<file path="src/rtl/data_syn_filt.sv">
// Multi-channel level synchronizer: per-channel flop chain, stability filter and
// registered one-cycle rise/fall pulses. Single clock, synchronous active-high reset.
module data_syn_filt #(
    parameter int unsigned      WIDTH    = 4,
    parameter int unsigned      STAGES   = 2,
    parameter int unsigned      FILT_CNT = 4,
    parameter logic [WIDTH-1:0] INIT     = '0
) (
    input  logic             clk_i,
    input  logic             rst_i,
    input  logic [WIDTH-1:0] data_i,
    output logic [WIDTH-1:0] data_o,
    output logic [WIDTH-1:0] rise_o,
    output logic [WIDTH-1:0] fall_o,
    output logic             chg_o
);

    localparam int unsigned     CntW   = (FILT_CNT > 1) ? $clog2(FILT_CNT) : 1;
    localparam logic [CntW-1:0] CntMax = CntW'(FILT_CNT - 1);

    logic [WIDTH-1:0] sync_q [STAGES];
    logic [WIDTH-1:0] sync_d [STAGES];
    logic [CntW-1:0]  cnt_q  [WIDTH];
    logic [CntW-1:0]  cnt_d  [WIDTH];
    logic [WIDTH-1:0] data_q, data_d;
    logic [WIDTH-1:0] rise_q, rise_d;
    logic [WIDTH-1:0] fall_q, fall_d;
    logic [WIDTH-1:0] sync_s;

    always_comb begin
        sync_d[0] = data_i;
        for (int unsigned k = 1; k < STAGES; k++) begin
            sync_d[k] = sync_q[k-1];
        end
    end

    assign sync_s = sync_q[STAGES-1];

    // A differing value must be seen on FILT_CNT consecutive edges before it commits;
    // any return to the committed level clears the run.
    always_comb begin
        data_d = data_q;
        rise_d = '0;
        fall_d = '0;
        for (int unsigned n = 0; n < WIDTH; n++) begin
            cnt_d[n] = '0;
            if (sync_s[n] != data_q[n]) begin
                if (cnt_q[n] == CntMax) begin
                    data_d[n] = sync_s[n];
                    rise_d[n] = sync_s[n];
                    fall_d[n] = ~sync_s[n];
                end else begin
                    cnt_d[n] = cnt_q[n] + CntW'(1);
                end
            end
        end
    end

    always_ff @(posedge clk_i) begin
        if (rst_i) begin
            for (int unsigned k = 0; k < STAGES; k++) begin
                sync_q[k] <= INIT;
            end
            for (int unsigned n = 0; n < WIDTH; n++) begin
                cnt_q[n] <= '0;
            end
            data_q <= INIT;
            rise_q <= '0;
            fall_q <= '0;
        end else begin
            for (int unsigned k = 0; k < STAGES; k++) begin
                sync_q[k] <= sync_d[k];
            end
            for (int unsigned n = 0; n < WIDTH; n++) begin
                cnt_q[n] <= cnt_d[n];
            end
            data_q <= data_d;
            rise_q <= rise_d;
            fall_q <= fall_d;
        end
    end

    assign data_o = data_q;
    assign rise_o = rise_q;
    assign fall_o = fall_q;
    assign chg_o  = |(rise_q | fall_q);

endmodule

</file>
<file path="config.mk">
export PLATFORM = sky130hd
export DESIGN_NAME = data_syn_filt
export DESIGN_NICKNAME = d
export VERILOG_FILES = /design/src/rtl/data_syn_filt.sv
export SDC_FILE = /design/constraint.sdc
export NUM_CORES = 1
export LEC_CHECK = 0
export BUFFER_PORTS_ARGS = -buffer_cell sky130_fd_sc_hd__buf_2
export CAP_MARGIN = 20
export CORE_MARGIN = 5
export CORE_UTILIZATION = 45
export DETAILED_ROUTE_END_ITERATION = 8
export GPL_ROUTABILITY_DRIVEN = 0
export PLACE_DENSITY = 0.64
export REMOVE_ABC_BUFFERS = 1
export SYNTH_ARGS = -nofsm -noshare
export SYNTH_HDL_FRONTEND = slang
export SYNTH_SLANG_ARGS = --single-unit
</file>
<file path="constraint.sdc">
create_clock -name clk_i -period 1.1 [get_ports clk_i]
set_input_delay 0.22 -clock clk_i [delete_from_list [all_inputs] [get_ports clk_i]]
set_output_delay 0.22 -clock clk_i [all_outputs]
set_load 0.02 [all_outputs]
</file>
==> reports/results.ini <==
[logic_synthesis]
synth_area_leaders = dfxtp_1 (55%), and4bb_2 (9.8%), ha_1 (4.9%)
ys.warnings.count = 0
syn_avg_cell_area_um2 = 13.8
yosysTopAreaCell = dfxtp_1
synth_area_mm2 = 0.00102
synth_cells = 74
synth_top_cell_area_share_pct = 54.8
synthDistinctLibCells = 14
yosysSeqAreaShare_pct = 54.8
ys_ff_latch = 28

[routing]
post-route-drc-count = 0
drtIter0Drc = 3
vias = 601
routedWlPerCell_um = 11.7
vias_per_cell = 4.73
routed_wl_um = 1490
first_pass_iters = 3
ant_nets = 0

[sta]
fmax_mhz = 717
whs_ps = 99.4
max-slew-margin-rel_pct = 73.3
finalWorstPathRequiredPeriod_ps = 1400
rsz0062_at_grt = true
drv_slew = 0
post-route-period-util_pct = 127
skew_ps = 3.83
setup_viol = 1
worstMarginPinSlew_ps = 400
hold_violations = 0
layout_setup_ws_ps = -295

[critical_path]
critPathCaptureType = primary output
cpMaxStageDelayCell = dfxtp_2
path_class = flop to primary output
crit_fanout = 2
critPathCapture = chg_o
r2r_slack_ps = 70
required_ps = 880
reg2reg_to = data_o[3]
crit_chain = nor4_4 > nand2_1 > buf_6
worst-path-stages = 3
startpoint = fall_o[2]
critPathLaunchType = flop
rr_worst_depth = 3
worstReg2RegStart = cnt_q[3][0]
crit_buf_inv = 1
cp_top_family = flip-flops
cp.arrival_ps = 1180
max_stage_delay_ps = 360

[cts]
htree_levels = 1
path_clk_slew_ps = 140
cts_sinks = 28
clockRootBuffer = clkbuf_4
ctsHoldBuffers = 0
clock_path_buffers = 2
insertion_delay_ps = 310
cts_tree = done
cts_made_buffers = 3

[layout]
register_area_um2 = 578
antenna_cells = 0
fillers = 180
multi_input_area_um2 = 452
area_growth_pct = 25.5
postLayoutCellArea_mm2 = 0.00128
drive_above_1_share_pct = 60.6
fin_nets = 110

[global_routing]
grt.overflow.total = 0
grt_pass1_vias = 616
grt_start_max_net_pins = 22
antenna_found_initial = 0
grt_pass1_wl_um = 2580
grt.total_usage_pct = 9.89

[run]
maxCapViolations = 0

[status]
violations = setup timing
status = finished with violations

[placement]
post-place-ws_ps = -13.9
io_buffers = 18
post-dp-hpwl_um = 1020
place_area_mm2 = 0.00113

[hold_path]
hold_path.class = primary input to flop

[die]
coreArea_mm2 = 0.00219
start_util_pct = 46.7
rows = 17
die_h_um = 57.7
boundaryPins = 19
dieArea_mm2 = 0.00333
die_x_um = 57.7

[power]
p_leak_nw = 0.520
power_per_cell_area_mw_per_mm2 = 1360
irDropWorstVdd_mv = 1.04

## layer usage
metal | global-route usage (%) | routed length (um) | vias up
li1 | - | - | 314
met1 | 11.5 | 642 | 278
met2 | 16.9 | 770 | 7
met3 | 2.23 | 58 | 2
met4 | 4.97 | 13 | 0
met5 | 0 | 0 | -
## report_power, final
part / leakage (nW) / total, mW / internal [mW] / switching, mW
registers: 0.234 / 1.04 / 1.03 / 0.0101
logic: 0.258 / 0.0593 / 0.0315 / 0.0278
clock network: 0.0279 / 0.645 / 0.368 / 0.277
## cell usage in the layout (no fill, tap or decap)
cell type   n
xnor2_1     4
nor4b_2     3
bufinv_16   1
dfxtp_4     1
nand2_1     1
buf_2      11
and4bb_2    8
ha_2        2
clkbuf_4    3
dfxtp_1    16
ha_1        2
nor4b_4     1
dfxtp_2    11
nor2_1      4
nor4_4      1
buf_4       9
nor4_2      5
nor2b_1     8
mux2i_1     4
buf_6       4
## worst min path at each step
stage	start	to	slack, ps	cells past startpoint
2_1_floorplan	rst_i	cnt_q[0][0]	290	1
3_3_place_gp	sync_q[0][3]	sync_q[0][7]	420	1
3_5_place_dp	sync_q[0][2]	sync_q[0][6]	430	1
4_1_cts	data_i[3]	sync_q[0][3]	90	2
5_1_grt	data_i[2]	sync_q[0][2]	90	2
6_report	data_i[3]	sync_q[0][3]	100	2
## synth_stat cells, drive strengths merged
cell / number
nor2: 4
dfxtp: 28
nor2b: 8
nor4b: 4
and4bb: 8
xnor2: 4
nand2: 1
buf: 3
nor4: 6
ha: 4
mux2i: 4
## what timing repair did
item	CTS	global route
endpoints found under the setup margin	5	10
gates resized for setup	13	16
pin swaps	1	1
buffers inserted	4	0
endpoints found under the hold margin	0	0
## worst register-to-register path, cell delays in order, from the launching register on
cell	delay [ps]
dfxtp_1	380
ha_1	280
mux2i_1	210
nor2_1	50
## cell type report
class / count / area share [%]
Sequential cell: 28 / 45.0
Multi-Input combinational cell: 43 / 35.2
Timing Repair Buffer: 24 / 13.0
Tap cell: 28 / 2.73
Clock inverter: 1 / 2.34
Clock buffer: 3 / 1.75
## kinds of logic (layout without fill, tap and decap cells)
logic type	count (synthesis)	count (layout)	synth area share, %
XOR/XNOR	4	4	3.42
adder cells (fa/ha/maj)	4	4	4.89
AND/OR/NAND/NOR	31	31	29.3
buffers and inverters	3	28	3.67
multiplexers	4	4	3.91
flip-flops	28	28	54.8
## registers in the layout, summed over array words and instances, names as in the netlist
| register | flops |
|---|---|
| sync_q | 8 |
| data_o | 4 |
| fall_o | 4 |
| cnt_q | 8 |
| rise_o | 4 |
## stage by stage
step / power [mW] / setup TNS (ps) / std cells / util, %
detailed placement: 1.13 / -13.9 / 119 / 51.4
global route: 1.82 / -399 / 127 / 58.7
global placement: 1.12 / 0 / 119 / 51.4
finish: 1.74 / -295 / 127 / 58.7
CTS: 1.77 / -334 / 127 / 56.7
floorplan: 1.09 / 0 / 71 / -
No activity file was read; power rests on OpenSTA's default activity.
